$ cat config.mk
export PLATFORM = sky130hd
export DESIGN_NAME = wrr_lock_arbiter_flat
export DESIGN_NICKNAME = d
export VERILOG_FILES = /design/src/rtl/arb_pkg.sv /design/src/rtl/wrr_lock_arbiter_if.sv /design/src/rtl/rr_pick.sv /design/src/rtl/wrr_lock_arbiter.sv /design/src/flat_wrapper.sv
export SDC_FILE = /design/constraint.sdc
export NUM_CORES = 1
export LEC_CHECK = 0
export CAP_MARGIN = 20
export CORE_UTILIZATION = 53
export CTS_CLUSTER_SIZE = 12
export DETAILED_ROUTE_END_ITERATION = 6
export PLACE_DENSITY_LB_ADDON = 0.1
export SLEW_MARGIN = 10
export SYNTH_ARGS = -nofsm -noshare
export SYNTH_HDL_FRONTEND = slang
export SYNTH_SLANG_ARGS = --single-unit
$ cat constraint.sdc
create_clock -name clk -period 6.8 [get_ports clk]
set_input_delay 2.04 -clock clk [delete_from_list [all_inputs] [get_ports clk]]
set_output_delay 2.04 -clock clk [all_outputs]
set_load 0.02 [all_outputs]
$ cat src/rtl/arb_pkg.sv
// Shared types and helpers for the weighted round-robin lock arbiter.
package arb_pkg;

  typedef enum logic {
    ARB_IDLE  = 1'b0,
    ARB_GRANT = 1'b1
  } arb_state_e;

  // Width of a binary port index; never narrower than one bit.
  function automatic int unsigned id_width(input int unsigned num_ports);
    return (num_ports > 1) ? $clog2(num_ports) : 1;
  endfunction

endpackage

$ cat src/rtl/wrr_lock_arbiter_if.sv
// Request/grant bundle between requesters and the arbiter.
interface wrr_lock_arbiter_if #(
  parameter int unsigned NUM_PORTS = 4,
  parameter int unsigned WEIGHT_W  = 4
);
  import arb_pkg::*;

  localparam int unsigned ID_W = id_width(NUM_PORTS);

  logic [NUM_PORTS-1:0]          req_i;
  logic [NUM_PORTS*WEIGHT_W-1:0] weight_i;
  logic                          done_i;
  logic [NUM_PORTS-1:0]          gnt_o;
  logic                          gnt_valid_o;
  logic [ID_W-1:0]               gnt_id_o;

  modport master (output req_i, weight_i, done_i, input gnt_o, gnt_valid_o, gnt_id_o);
  modport slave  (input req_i, weight_i, done_i, output gnt_o, gnt_valid_o, gnt_id_o);
endinterface

$ cat src/rtl/rr_pick.sv
// Rotating-priority finder: first set request at or after ptr, wrapping.
module rr_pick
  import arb_pkg::*;
#(
  parameter int unsigned NUM_PORTS = 4,
  parameter int unsigned ID_W      = id_width(NUM_PORTS)
) (
  input  logic [NUM_PORTS-1:0] req,
  input  logic [ID_W-1:0]      ptr,
  output logic                 found,
  output logic [ID_W-1:0]      index,
  output logic [NUM_PORTS-1:0] onehot
);

  int unsigned     k;
  logic [ID_W-1:0] kk;

  always_comb begin
    found  = 1'b0;
    index  = '0;
    onehot = '0;
    k      = 0;
    kk     = '0;
    for (int unsigned i = 0; i < NUM_PORTS; i++) begin
      k  = (32'(ptr) + i) % NUM_PORTS;
      kk = ID_W'(k);
      if (!found && req[kk]) begin
        found      = 1'b1;
        index      = kk;
        onehot[kk] = 1'b1;
      end
    end
  end

endmodule

$ cat src/rtl/wrr_lock_arbiter.sv
// Weighted round-robin arbiter whose grant is locked until done_i, with per-port bursts.
module wrr_lock_arbiter
  import arb_pkg::*;
#(
  parameter int unsigned NUM_PORTS = 4,
  parameter int unsigned WEIGHT_W  = 4
) (
  input logic               clk,
  input logic               reset,
  wrr_lock_arbiter_if.slave bus
);

  localparam int unsigned ID_W  = id_width(NUM_PORTS);
  localparam int unsigned CNT_W = WEIGHT_W + 1;

  arb_state_e           state;
  logic [ID_W-1:0]      ptr;
  logic [WEIGHT_W-1:0]  burst_cnt;
  logic [WEIGHT_W-1:0]  eff_weight;

  logic [ID_W-1:0]      next_ptr_c;
  logic [ID_W-1:0]      pick_ptr_c;
  logic                 pick_found_c;
  logic [ID_W-1:0]      pick_idx_c;
  logic [NUM_PORTS-1:0] pick_oh_c;
  logic [WEIGHT_W-1:0]  pick_w_c;
  logic [WEIGHT_W-1:0]  pick_eff_c;
  logic                 stay_c;

  // In GRANT the picker only matters on release, so it always sees the post-release pointer.
  always_comb begin
    next_ptr_c = (32'(bus.gnt_id_o) == NUM_PORTS - 1) ? '0 : bus.gnt_id_o + ID_W'(1);
    pick_ptr_c = (state == ARB_GRANT) ? next_ptr_c : ptr;
    pick_w_c   = bus.weight_i[32'(pick_idx_c) * WEIGHT_W +: WEIGHT_W];
    pick_eff_c = (pick_w_c == '0) ? WEIGHT_W'(1) : pick_w_c;
    stay_c     = ((CNT_W'(burst_cnt) + CNT_W'(1)) < CNT_W'(eff_weight)) &&
                 bus.req_i[bus.gnt_id_o];
  end

  rr_pick #(
    .NUM_PORTS (NUM_PORTS),
    .ID_W      (ID_W)
  ) u_pick (
    .req    (bus.req_i),
    .ptr    (pick_ptr_c),
    .found  (pick_found_c),
    .index  (pick_idx_c),
    .onehot (pick_oh_c)
  );

  always_ff @(posedge clk or posedge reset) begin
    if (reset) begin
      state           <= ARB_IDLE;
      ptr             <= '0;
      burst_cnt       <= '0;
      eff_weight      <= '0;
      bus.gnt_o       <= '0;
      bus.gnt_valid_o <= 1'b0;
      bus.gnt_id_o    <= '0;
    end else begin
      case (state)
        ARB_IDLE: begin
          if (pick_found_c) begin
            state           <= ARB_GRANT;
            bus.gnt_o       <= pick_oh_c;
            bus.gnt_valid_o <= 1'b1;
            bus.gnt_id_o    <= pick_idx_c;
            eff_weight      <= pick_eff_c;
            burst_cnt       <= '0;
          end
        end
        ARB_GRANT: begin
          if (bus.done_i) begin
            if (stay_c) begin
              burst_cnt <= burst_cnt + WEIGHT_W'(1);
            end else begin
              ptr <= next_ptr_c;
              if (pick_found_c) begin
                bus.gnt_o    <= pick_oh_c;
                bus.gnt_id_o <= pick_idx_c;
                eff_weight   <= pick_eff_c;
                burst_cnt    <= '0;
              end else begin
                state           <= ARB_IDLE;
                bus.gnt_o       <= '0;
                bus.gnt_valid_o <= 1'b0;
              end
            end
          end
        end
        default: state <= ARB_IDLE;
      endcase
    end
  end

endmodule
$ cat src/flat_wrapper.sv
// flat-port wrapper written by rule: the top's interface ports become plain ports
module wrr_lock_arbiter_flat import arb_pkg::*;
#(
  parameter int unsigned NUM_PORTS = 4,
  parameter int unsigned WEIGHT_W  = 4
)
  (clk, reset, bus_req_i, bus_weight_i, bus_done_i, bus_gnt_o, bus_gnt_valid_o, bus_gnt_id_o);
  wrr_lock_arbiter_if #(.NUM_PORTS(NUM_PORTS), .WEIGHT_W(WEIGHT_W)) bus_i ();
  input logic clk;
  input logic reset;
  input wire logic [$bits(bus_i.req_i)-1:0] bus_req_i;
  input wire logic [$bits(bus_i.weight_i)-1:0] bus_weight_i;
  input wire logic [$bits(bus_i.done_i)-1:0] bus_done_i;
  output wire logic [$bits(bus_i.gnt_o)-1:0] bus_gnt_o;
  output wire logic [$bits(bus_i.gnt_valid_o)-1:0] bus_gnt_valid_o;
  output wire logic [$bits(bus_i.gnt_id_o)-1:0] bus_gnt_id_o;
  assign bus_i.req_i = bus_req_i;
  assign bus_i.weight_i = bus_weight_i;
  assign bus_i.done_i = bus_done_i;
  assign bus_gnt_o = bus_i.gnt_o;
  assign bus_gnt_valid_o = bus_i.gnt_valid_o;
  assign bus_gnt_id_o = bus_i.gnt_id_o;
  wrr_lock_arbiter #(.NUM_PORTS(NUM_PORTS), .WEIGHT_W(WEIGHT_W)) u_core (.clk(clk), .reset(reset), .bus(bus_i));
endmodule
# Word-level counts from Yosys, hierarchy flattened
# Cells that the tools add are included.
op_classes:
  n_reduce_logical: 16
  bitwise: 5
  muxes: 59
  n_addsub: 6
  n_shift: 1
  n_eq_ne: 5
  magnitude_cmp: 10
op_table:
  columns: ["operator", "count"]
  rows:
  - ["$mux 4", 15]
  - ["$pmux 4 s2", 3]
  - ["$mux 1", 20]
  - ["$mux 2", 9]
  - ["$shiftx 16x5->4", 1]
  - ["$lt 2x3->1 const B", 5]
  - ["$or 4x4->4", 3]
  - ["$bmux 1 s2", 5]
  - ["$demux 1 s2", 4]
  - ["$ge 2x1->1 const B", 4]
  - ["$logic_and 1x1->1", 8]
  - ["$ne 2x2->1 const B", 3]
  - ["$reduce_and 3->1", 2]
  - ["$add 4x1->5 const B", 1]
  - ["$lt 5x4->1", 1]
  - ["$add 2x1->2 const B", 2]
  - ["$add 2x2->2 const B", 2]
  - ["$add 4x1->4 const B", 1]
  - ["$logic_not 4->1", 1]
  - ["$pmux 1 s2", 2]
  - ["$pmux 2 s2", 1]
  - ["$reduce_and 4->1", 1]
  - ["$logic_not 1->1", 3]
  - ["$eq 2x2->1 const B", 1]
  - ["other kinds (3)", 4]
word_totals:
  output_inout_bits: 7
  regBits: 18
  word_cells: 109

# Longest topological paths before layout
# Gate-level depths: netlist of the first run.
logic_depth:
  depth_word: 22
  depth_mapped: 11
  mapped_depth_nobuf: 11

# Modules after synthesis
# From an unflattened synthesis of the first run, not the netlist that was laid out.
hier_totals:
  cells_unflattened: 133
  hier_area_um2: 1493.9
modules_own_cells:
  columns: ["module", "cells_per_inst", "area_per_inst_um2", "n_inst"]
  rows:
  - ["wrr_lock_arbiter", 88, 1071.0, 1]
  - ["rr_pick", 45, 422.9, 1]

# Worst setup path after synthesis of the first run
# No wires, ideal clock.
synth_path:
  path_type: "input to register"
  from: "in bus_req_i[1]"
  to: "reg u_core.bus.gnt_id_o[0]"
  arrival_ns: 3.920
  setup_time_ns: 0.125
  n_path_buf: 2
  path_stages: 6
  slack_ns: 2.756
  path_cell_list: "clkbuf_1 -> mux4_2 -> nand3_1 -> a31oi_1 -> clkbuf_1 -> mux2_2"
synth_between:
  elab_chain_len: 16
  elab_cells_between_ends: 31
  cone_classes: "eq/ne (1); mux (22); reduce/logical (8)"
synth_rtl:
  columns: ["element", "line", "rtl"]
  rows:
  - ["start: declaration", "flat_wrapper.sv:11", "input wire logic [$bits(bus_i.req_i)-1:0] bus_req_i;"]
  - ["$bmux 1 s2", "rr_pick.sv:27", "if (!found && req[kk]) begin"]
  - ["$mux 1 (implied by the code)", "rr_pick.sv:27", null]
  - ["$mux 1", "rr_pick.sv:27", null]
  - ["$logic_not 1->1", "rr_pick.sv:27", null]
  - ["$logic_and 1x1->1", "rr_pick.sv:27", null]
  - ["$mux 1", "rr_pick.sv:27", null]
  - ["$logic_not 1->1", "rr_pick.sv:27", null]
  - ["$logic_and 1x1->1", "rr_pick.sv:27", null]
  - ["$mux 1", "rr_pick.sv:27", null]
  - ["$logic_not 1->1", "rr_pick.sv:27", null]
  - ["$logic_and 1x1->1", "rr_pick.sv:27", null]
  - ["$mux 2 / $mux 1 (equally long branches)", "rr_pick.sv:27", null]
  - ["$mux 2", "wrr_lock_arbiter.sv:63, wrr_lock_arbiter.sv:78", null]
  - ["$mux 2", "wrr_lock_arbiter.sv:74", "if (stay_c) begin"]
  - ["$mux 2", "wrr_lock_arbiter.sv:73", "if (bus.done_i) begin"]
  - ["$pmux 2 s2", "wrr_lock_arbiter.sv:61", "case (state)"]
  - ["end signal: assignment", "wrr_lock_arbiter.sv:67", "bus.gnt_id_o <= pick_idx_c;"]
  - ["end signal: assignment", "wrr_lock_arbiter.sv:80", "bus.gnt_id_o <= pick_idx_c;"]
  - ["end: declaration", "wrr_lock_arbiter_if.sv:18", "modport slave (input req_i, weight_i, done_i, output gnt_o, gnt_valid_o, gnt_id_o);"]
# Several ways; a longest one is shown, not always the timed one. The select of a mux whose other input is x is not followed.
# A chain may end at the register's enable or synchronous reset.

# Worst setup path in the final report of the first run
layout_path:
  from: "in bus_req_i[1]"
  to: "reg u_core.eff_weight[1]"
layout_between:
  elab_chain_len: 19
  elab_cells_between_ends: 34
  cone_classes: "eq/ne (1); shift (1); mux (23); reduce/logical (9)"
layout_rtl:
  columns: ["element", "line", "rtl"]
  rows:
  - ["$bmux 1 s2", "rr_pick.sv:27", null]
  - ["$mux 1 (implied by the code)", "rr_pick.sv:27", null]
  - ["$mux 1", "rr_pick.sv:27", null]
  - ["$logic_not 1->1", "rr_pick.sv:27", null]
  - ["$logic_and 1x1->1", "rr_pick.sv:27", null]
  - ["$mux 1", "rr_pick.sv:27", null]
  - ["$logic_not 1->1", "rr_pick.sv:27", null]
  - ["$logic_and 1x1->1", "rr_pick.sv:27", null]
  - ["[... 3 more ...]", null, null]
  - ["$mux 2", "rr_pick.sv:27", null]
  - ["$shiftx 16x5->4", "wrr_lock_arbiter.sv:34", "pick_w_c = bus.weight_i[32'(pick_idx_c) * WEIGHT_W +: WEIGHT_W];"]
  - ["$logic_not 4->1", "wrr_lock_arbiter.sv:35", "pick_eff_c = (pick_w_c == '0) ? WEIGHT_W'(1) : pick_w_c;"]
  - ["$mux 4", "wrr_lock_arbiter.sv:35", null]
  - ["$mux 4", "wrr_lock_arbiter.sv:63, wrr_lock_arbiter.sv:78", null]
  - ["$mux 4", "wrr_lock_arbiter.sv:74", null]
  - ["$mux 4", "wrr_lock_arbiter.sv:73", null]
  - ["$pmux 4 s2", "wrr_lock_arbiter.sv:61", null]
  - ["end signal: assignment", "wrr_lock_arbiter.sv:68", "eff_weight <= pick_eff_c;"]
  - ["end signal: assignment", "wrr_lock_arbiter.sv:81", "eff_weight <= pick_eff_c;"]
  - ["end: declaration", "wrr_lock_arbiter.sv:19", "logic [WEIGHT_W-1:0] eff_weight;"]
# Several ways; a longest one is shown, not always the timed one. The select of a mux whose other input is x is not followed.

==> results of run 1 <==
-- per-stage QoR --
step	power (mW)	setup WS, ps
after floorplan	0.7011	2756
after CTS	0.9294	2585
after global placement	0.8457	2368
after global routing	1.008	2419
after detailed placement	0.8714	2280
final	0.9303	2562
-- per-layer routing --
metal	track usage, %	up-vias	share of wire [%]
met2	43.37	46	50
met5	0	-	0
met3	4.419	5	5.1
met1	32.74	696	44
li1	-	712	-
met4	5.923	0	0.82
-- cell type report --
cell class / count / area, sq um / area share, %
sequential: 18 / 450.4 / 24.03
timing repair buffer: 30 / 297.8 / 15.89
multi-input combinational: 139 / 1027 / 54.81
tap: 31 / 38.79 / 2.069
clock buffer: 3 / 22.52 / 1.202
inverter: 10 / 37.54 / 2.003
-- registers in the layout (all words and copies together), names as in the netlist --
register	cells
u_core.burst_cnt	4
u_core.bus.gnt_id_o	2
u_core.bus.gnt_o	4
u_core.bus.gnt_valid_o	1
u_core.eff_weight	4
u_core.ptr	2
u_core.state	1
-- power by group through the flow --
stage / registers, mW / logic (mW) / clock network [mW]
2_1_floorplan: 0.198 / 0.503 / 0
3_3_place_gp: 0.186 / 0.660 / 0
3_5_place_dp: 0.188 / 0.684 / 0
4_1_cts: 0.186 / 0.688 / 0.0551
5_1_grt: 0.192 / 0.758 / 0.0576
6_report: 0.185 / 0.691 / 0.0542
-- critical path: stages --
cell and delay [ps]:
clkdlybuf4s50_1 730, nor2_1 170, or4_1 420, a21oi_1 340
nor2_4 140, mux2i_1 220, a211oi_1 90, a221o_1 280
-- cell usage after synthesis (all sizes together) --
library cell	instances
a211oi	5
a21boi	5
a21oi	3
a221o	4
a221oi	2
a222oi	4
a22o	1
a22oi	1
a311oi	2
a31oi	3
and2	1
and3	1
buf	1
clkbuf	6
dfrtp	18
ha	12
inv	10
mux2	3
mux2i	7
mux4	3
nand2	16
nand2b	1
nand3	5
nand4	1
nor2	16
nor2b	4
nor3	8
nor3b	1
nor4	1
o21a	2
o21ai	15
o22ai	3
o31ai	3
o41ai	1
or3	1
or3b	1
or4	1
xnor2	1
xor2	1
-- worst max-delay path by stage --
stage               slack, ps    startpoint                            endpoint
floorplan                2760  bus_req_i[1]  u_core.bus.gnt_id_o[0]$_DFFE_PP0P_
global placement         2370  bus_req_i[1]    u_core.eff_weight[0]$_DFFE_PP0P_
detailed placement       2280  bus_req_i[1]    u_core.eff_weight[1]$_DFFE_PP0P_
CTS                      2590  bus_req_i[1]    u_core.eff_weight[1]$_DFFE_PP0P_
global route             2420  bus_req_i[1]    u_core.eff_weight[0]$_DFFE_PP0P_
finish                   2560  bus_req_i[1]    u_core.eff_weight[1]$_DFFE_PP0P_
-- cells by family (layout without fill, tap and decap cells) --
kind of cell | after synthesis | after routing | synth area share (%)
mux | 13 | 13 | 11.11
compound gates | 54 | 54 | 24.66
flops | 18 | 18 | 29.20
xor+xnor | 2 | 2 | 1.136
buf+inv | 17 | 43 | 4.217
simple gates | 58 | 58 | 19.95
fa+ha+maj | 12 | 12 | 9.732
-- cells in the final DEF (no fill, tap or decap), types with 3 or more instances in the layout --
cell type	n
a211oi_1	5
a21boi_0	5
a21oi_1	3
a221o_1	4
a222oi_1	4
a31oi_1	3
clkbuf_4	3
clkdlybuf4s50_1	29
dfrtp_1	18
ha_1	12
inv_1	9
mux2_2	3
mux2i_1	7
mux4_2	3
nand2_1	16
nand3_1	5
nor2_1	14
nor2b_1	3
nor3_1	8
o21ai_0	15
o22ai_1	3
o31ai_1	3
==> flow_summary.yaml, run 1 <==
outcome:
  status: "completed"
floorplan:
  start_util_pct: 55.94
  die_height_um: 55.95
  die_x_um: 55.95
  fp-row-count: 19
  die_area_sq_um: 3130
  io_pins: 30
  core_area_sq_um: 2758
timing:
  finalSetupViolCount: 0
  worst_pin_slew_ps: 689.4
  fin_worst_hold_slack_ps: 502.1
  rsz0062_at_grt: "no"
  layout_min_cycle_time_ps: 4238
  fin_crit_sh_pct: 62.33
  hold_viol_final: 0
  drv_slew: 0
  relSlewSlack_pct: 52.73
  fmax_ghz: 0.2359
  skew_ps: 3.972
  setup_tns_ps: 0
power:
  seqPwrFrac_pct: 19.9
  vdd_drop_max_mv: 0.4644
  p_sw_mw: 0.4477
  internal_power_mw: 0.4826
  leakage_nw: 0.7903
  powerDensity_nw_per_um2: 496.3
  clkPwrFrac_pct: 5.8
  p_comb_share_pct: 74.2
  switching_share_pct: 48.13
route:
  dr.pass1.iters: 4
  drt-total-wl_mm: 3.653
  drc: 0
  wl_per_cell_um: 15.81
  vias: 1459
  ant_nets: 0
  initialDrtViolationCount: 102
  viasPerCell: 6.316
setup_path:
  cp_data_required_time_ps: 6990
  worstSetupPathType: "input port to flip-flop"
  end_kind: "flip-flop"
  rrSetupSlack_ps: 3250
  cp-start-kind: "input port"
  path_max_fanout: 13
  rr_worst_depth: 9
  timing.rr.start: "u_core.bus.gnt_id_o[0]$_DFFE_PP0P_"
  arrival_ps: 4430
  timing.rr.end: "u_core.eff_weight[1]$_DFFE_PP0P_"
global_route:
  grt_pass1_vias: 1316
  grt_max_degree: 19
  grt_use_total_pct: 25.06
  antenna_found_initial: 0
  grt_overflow: 0
  grt_pass1_wl_mm: 6.127
clocking:
  clock_sinks: 18
  cts.path.max_buffers: 2
  cts_tree: "yes"
  cts.htree.levels: 1
  cts_setup_buffers: 0
  clock_latency_ps: 300
  numCtsBuffers: 3
  clk_pin_slew_ps: 100
  cts_resized: 0
  cts_root_buf: "clkbuf_4"
  postCtsHoldBufs: 0
finish:
  area_growth_pct: 21.49
  antenna_cells: 0
  nNetsFinal: 237
  final_area_sq_um: 1874
  final_layout_size_suffix_gt1_share_pct: 9.000
  final_util_pct: 67.97
  finalNonFillerCells: 231
  fillers: 235
synth:
  syn_nets: 209
  synth_area_sq_um: 1543
  synth.top_cell.area_share_pct: 29.20
  synth_seq_area_share_pct: 29.20
  ys_types: 43
  ys_top_cells_by_area: "dfrtp_1 (29%), ha_1 (9.7%), o21ai_0 (4.9%), mux2i_1 (4.5%), mux4_2 (4.4%)"
  yosysTopAreaCell: "dfrtp_1"
  netlist_instances: 174
  ys_warn_count: 0
  synth-seq-cells: 18
  syn_area_per_cell_sq_um: 8.866
place:
  gp_congestion: 0.8003
  numPlacedInstances: 228
  io_buffers: 29
  placed_area_sq_um: 1852
  dpl.hpwl_mm: 2.815
hold_path:
  hp-class: "flip-flop to flip-flop"
  min_from: "u_core.bus.gnt_o[3]$_DFFE_PP0P_"
  holdPathStages: 2
  holdPathEnd: "u_core.bus.gnt_o[3]$_DFFE_PP0P_"
run:
  drv_cap: 0
No activity file was read; power rests on OpenSTA's default activity.
==> run 2: changes to the inputs <==
--- a/config.mk
+++ b/config.mk
@@ -6,7 +6,7 @@
 export NUM_CORES = 1
 export LEC_CHECK = 0
 export CAP_MARGIN = 20
-export CORE_UTILIZATION = 53
+export CORE_UTILIZATION = 52
 export CTS_CLUSTER_SIZE = 12
 export DETAILED_ROUTE_END_ITERATION = 6
 export PLACE_DENSITY_LB_ADDON = 0.1
==> constraint.sdc (replaced) <==
create_clock -name clk -period 4.4 [get_ports clk]
set_input_delay 1.32 -clock clk [delete_from_list [all_inputs] [get_ports clk]]
set_output_delay 1.32 -clock clk [all_outputs]
set_load 0.02 [all_outputs]
==> run 2 against run 1 <==
Against the previous run:
- first-iteration DRC count down 21%
- combinational power grew 59%
- critical path depth unchanged
- clock-buffer cell count up 1
- sequential power increased by 56%
- die area is 1.9% higher
- via count increased by 2.5%
- flip-flop and latch count unchanged
- sequential share of layout area is 0.27 points lower
- largest cell class unchanged
- design area rose by 1.1%
- clock power grew 99%
==> flow_summary.yaml, run 2 (synthesis results as in run 1) <==
timing:
  layout_min_cycle_time_ps: 3508
  rsz0062_at_grt: "no"
  fmax_ghz: 0.2851
  hold_viol_final: 0
  relSlewSlack_pct: 51.40
  skew_ps: 3.974
  setup_tns_ps: 0
  fin_crit_sh_pct: 79.72
  worst_slack_ps: 892.2
  drv_slew: 0
  worst_pin_slew_ps: 728.2
  finalSetupViolCount: 0
floorplan:
  die_height_um: 56.47
  fp-row-count: 19
  core_area_sq_um: 2781
  die_area_sq_um: 3189
  die_x_um: 56.47
  start_util_pct: 55.47
  io_pins: 30
setup_path:
  path_max_fanout: 12
  rrSetupSlack_ps: 1050
  crit_chain: "clkdlybuf4s50_1, inv_1, o21ai_0, a221oi_1, nor2_4, nor3_1, a211oi_1, a221o_1"
  critPathLaunch: "bus_req_i[3]"
  slowest_delay_ps: 640
  cp_data_required_time_ps: 4600
  crit_end: "u_core.eff_weight[0]$_DFFE_PP0P_"
  cp-start-kind: "input port"
  timing.rr.end: "u_core.bus.gnt_o[1]$_DFFE_PP0P_"
  crit_slowest_cell: "a221oi_1"
  worstSetupPathType: "input port to flip-flop"
  timing.rr.start: "u_core.bus.gnt_id_o[0]$_DFFE_PP0P_"
  end_kind: "flip-flop"
  arrival_ps: 3710
  rr_worst_depth: 10
power:
  clkPwrFrac_pct: 7.2
  p_total_mw: 1.499
  p_comb_share_pct: 73.6
  powerDensity_nw_per_um2: 790.7
  internal_power_mw: 0.7757
  switching_share_pct: 48.25
  leakage_nw: 0.8023
  vdd_drop_max_mv: 0.6203
  seqPwrFrac_pct: 19.2
  p_sw_mw: 0.7231
finish:
  layout.cells.most_common: "clkdlybuf4s50_1"
  area_growth_pct: 22.87
  final_layout_size_suffix_gt1_share_pct: 9.901
  top_regs: "u_core.burst_cnt (4), u_core.bus.gnt_o (4), u_core.eff_weight (4)"
  finalNonFillerCells: 233
  antenna_cells: 0
  nNetsFinal: 238
  final_util_pct: 68.15
  layout_common_cells: "clkdlybuf4s50_1 (29), dfrtp_1 (18), nand2_1 (16), o21ai_0 (15), nor2_1 (14)"
route:
  drt-total-wl_mm: 3.887
  dr.pass1.iters: 4
  ant_nets: 0
  viasPerCell: 6.416
  initialDrtViolationCount: 81
  vias: 1495
  wl_per_cell_um: 16.68
  drc: 0
global_route:
  grt_pass1_vias: 1430
  grt_use_total_pct: 25.45
  grt_overflow: 0
  antenna_found_initial: 0
  grt_pass1_wl_mm: 6.382
  grt_max_degree: 19
clocking:
  clk_pin_slew_ps: 110
  cts_resized: 0
  cts.htree.levels: 1
  cts_root_buf: "clkbuf_4"
  cts.path.max_buffers: 2
  numCtsBuffers: 3
  postCtsHoldBufs: 0
  cts_setup_buffers: 0
  clock_latency_ps: 300
  clock_sinks: 18
  cts_tree: "yes"
place:
  gp_congestion: 0.9057
  dpl.hpwl_mm: 3.019
  numPlacedInstances: 229
  place_ws_ps: 622.7
  io_buffers: 29
hold_path:
  hp-class: "flip-flop to flip-flop"
run:
  drv_cap: 0
outcome:
  status: "completed"
[run 2: how the worst min path moves through the flow]
stage / start / to / slack, ps / cells after the start
final: u_core.bus.gnt_valid_o$_DFFE_PP0P_ / u_core.bus.gnt_valid_o$_DFFE_PP0P_ / 520 / 2
after global routing: u_core.eff_weight[2]$_DFFE_PP0P_ / u_core.eff_weight[2]$_DFFE_PP0P_ / 550 / 1
after detailed placement: u_core.bus.gnt_o[3]$_DFFE_PP0P_ / u_core.bus.gnt_o[3]$_DFFE_PP0P_ / 480 / 2
after floorplan: u_core.ptr[0]$_DFFE_PP0P_ / u_core.ptr[0]$_DFFE_PP0P_ / 460 / 2
after global placement: u_core.bus.gnt_o[0]$_DFFE_PP0P_ / u_core.bus.gnt_o[0]$_DFFE_PP0P_ / 470 / 2
after CTS: u_core.bus.gnt_valid_o$_DFFE_PP0P_ / u_core.bus.gnt_valid_o$_DFFE_PP0P_ / 520 / 2
[run 2: power groups by stage]
stage	logic (mW)	registers, mW	clock network [mW]
final	1.10	0.288	0.108
after CTS	1.09	0.288	0.111
after floorplan	0.778	0.306	0
after global routing	1.20	0.297	0.118
after detailed placement	1.09	0.291	0
after global placement	1.02	0.286	0
[run 2: through the flow]
step,hold slack [ps],area [sq um]
after CTS,523.2,1896
after global placement,474.4,1859
after floorplan,463.9,1543
final,521.3,1896
after global routing,548.5,1896
after detailed placement,480.8,1859
[run 2: worst max-delay path, delay by kind of cell]
family	cells	cell delay [ps]
AOI/OAI and AO/OA	4	1150
buffers and inverters	2	840
and+or+nand+nor	2	380
[run 2: routing by layer]
metal	routed length (um)	up-vias	track usage, %
met3	226	9	5.300
met4	55	0	9.408
met5	0	-	0
li1	-	715	-
met2	1904	63	42.52
met1	1700	708	32.21
[run 2: layout make-up]
class                      instances  area (sq um)
clock buffer                       4         36.28
fill                             226         885.9
inverter                          10         37.54
multi-input combinational        139          1027
sequential                        18         450.4
tap                               31         38.79
timing repair buffer              31         305.3
==> run 3: changes to the inputs <==
==> constraint.sdc (replaced) <==
create_clock -name clk -period 3.5 [get_ports clk]
set_input_delay 1.05 -clock clk [delete_from_list [all_inputs] [get_ports clk]]
set_output_delay 1.05 -clock clk [all_outputs]
set_load 0.02 [all_outputs]
==> run 3 against run 2 <==
Against the previous run:
- design area up 4.8%
- sequential share of layout area down 1.1 points
- clock-buffer cell count unchanged
- final cell count up 5.2%
- worst setup slack worse by 620 ps
- wire length down 4.1%
- critical endpoint unchanged
- largest cell class unchanged
==> flow_summary.yaml, run 3 (synthesis results as in run 1) <==
floorplan:
  die_x_um: 56.47
  die_height_um: 56.47
  die_area_sq_um: 3189
  start_util_pct: 55.47
  core_area_sq_um: 2781
  io_pins: 30
  fp-row-count: 19
power:
  internal_power_mw: 1.030
  vdd_drop_max_mv: 0.7584
  p_sw_mw: 0.9077
  switching_share_pct: 46.85
  powerDensity_nw_per_um2: 975.7
  p_comb_share_pct: 75.4
  p_total_mw: 1.937
  clkPwrFrac_pct: 6.8
  seqPwrFrac_pct: 17.7
  leakage_nw: 0.8600
setup_path:
  cp-start-kind: "flip-flop"
  end_kind: "flip-flop"
  arrival_ps: 3420
  cp_data_required_time_ps: 3690
  path_max_fanout: 9
  worstSetupPathType: "flip-flop to flip-flop"
timing:
  skew_ps: 3.310
  setup_tns_ps: 0
  rsz0062_at_grt: "no"
  fmax_ghz: 0.3101
  layout_min_cycle_time_ps: 3225
  finalSetupViolCount: 0
  hold_viol_final: 0
  drv_slew: 0
  relSlewSlack_pct: 53.49
  worst_pin_slew_ps: 696.9
  fin_crit_sh_pct: 92.15
  worst_slack_ps: 274.7
place:
  dpl.hpwl_mm: 2.968
  place_ws_ps: 187.2
  gp_congestion: 0.8335
  io_buffers: 29
  placed_area_sq_um: 1949
finish:
  layout.cells.most_common: "clkdlybuf4s50_1"
  nNetsFinal: 250
  top_regs: "u_core.burst_cnt (4), u_core.bus.gnt_o (4), u_core.eff_weight (4)"
  final_layout_size_suffix_gt1_share_pct: 14.95
  final_area_sq_um: 1986
  layout_common_cells: "clkdlybuf4s50_1 (29), dfrtp_1 (18), nand2_1 (16), o21ai_0 (15)"
  area_growth_pct: 28.71
  antenna_cells: 0
clocking:
  cts.htree.levels: 1
  clk_pin_slew_ps: 110
  clock_sinks: 18
  cts_root_buf: "clkbuf_4"
  postCtsHoldBufs: 0
  cts_tree: "yes"
  cts_resized: 0
  cts.path.max_buffers: 2
  clock_latency_ps: 300
  cts_setup_buffers: 0
  numCtsBuffers: 3
route:
  drc: 0
  vias: 1549
  viasPerCell: 6.322
  wl_per_cell_um: 15.21
  drt-total-wl_mm: 3.726
  ant_nets: 0
  dr.pass1.iters: 4
  initialDrtViolationCount: 89
global_route:
  grt_overflow: 0
  antenna_found_initial: 0
  grt_pass1_vias: 1412
  grt_pass1_wl_mm: 6.182
  grt_max_degree: 19
  grt_use_total_pct: 24.45
run:
  drv_cap: 0
outcome:
  status: "completed"
hold_path:
  hp-class: "flip-flop to flip-flop"
[run 3: power groups by stage]
stage	clock [mW]	combinational [mW]	sequential, mW
6_report	0.132	1.46	0.344
5_1_grt	0.141	1.58	0.355
4_1_cts	0.133	1.45	0.345
3_5_place_dp	0	1.44	0.349
3_3_place_gp	0	1.38	0.346
2_1_floorplan	0	0.978	0.385
[run 3: cell type report]
class | instances | area [sq um]
multi-input cells | 139 | 1027
fillers | 208 | 795.8
flip-flops and latches | 18 | 450.4
repair buffers | 43 | 395.4
well taps | 31 | 38.79
inverters | 10 | 37.54
clock buffers | 4 | 36.28
[run 3: final timing paths]
check | startpoint | to | slack, ps | cells past startpoint
min in group asynchronous | reset | u_core.burst_cnt[1]$_DFFE_PP0N_ | 1140 | 2
worst min register to register | u_core.bus.gnt_o[2]$_DFFE_PP0P_ | u_core.bus.gnt_o[2]$_DFFE_PP0P_ | 510 | 2
worst max-delay path | u_core.bus.gnt_id_o[1]$_DFFE_PP0P_ | u_core.eff_weight[0]$_DFFE_PP0P_ | 270 | 10
max in group asynchronous | reset | u_core.eff_weight[0]$_DFFE_PP0P_ | 1920 | 2
worst min-delay path | u_core.bus.gnt_o[2]$_DFFE_PP0P_ | u_core.bus.gnt_o[2]$_DFFE_PP0P_ | 510 | 2
worst max register to register | u_core.bus.gnt_id_o[1]$_DFFE_PP0P_ | u_core.eff_weight[0]$_DFFE_PP0P_ | 270 | 10
[run 3: critical path: stages (launching register included)]
cell and delay [ps]:
dfrtp_1 430, ha_1 250, nor3b_4 260, nor2_2 140
ha_1 390, or4_1 570, a21oi_1 360, nor2_4 150
nor3_1 200, a211oi_1 80, a221o_1 300
[run 3: metal layers]
metal  up-vias  part of all wire (%)  wire (um)  global-route usage, %
met3         7                   7.5        278                  5.300
li1        743                     -          -                      -
met1       724                    44       1649                  31.72
met2        75                    47       1752                  41.51
met4         0                   1.2         45                  5.575
met5         -                     0          0                      0
[run 3: through the flow]
step	hold slack (ps)	cells	utilization [%]
2_1_floorplan	463.9	174	-
3_3_place_gp	473.6	241	70.09
3_5_place_dp	481.7	241	70.09
4_1_cts	509.4	245	71.39
5_1_grt	527.1	245	71.39
6_report	507.5	245	71.39
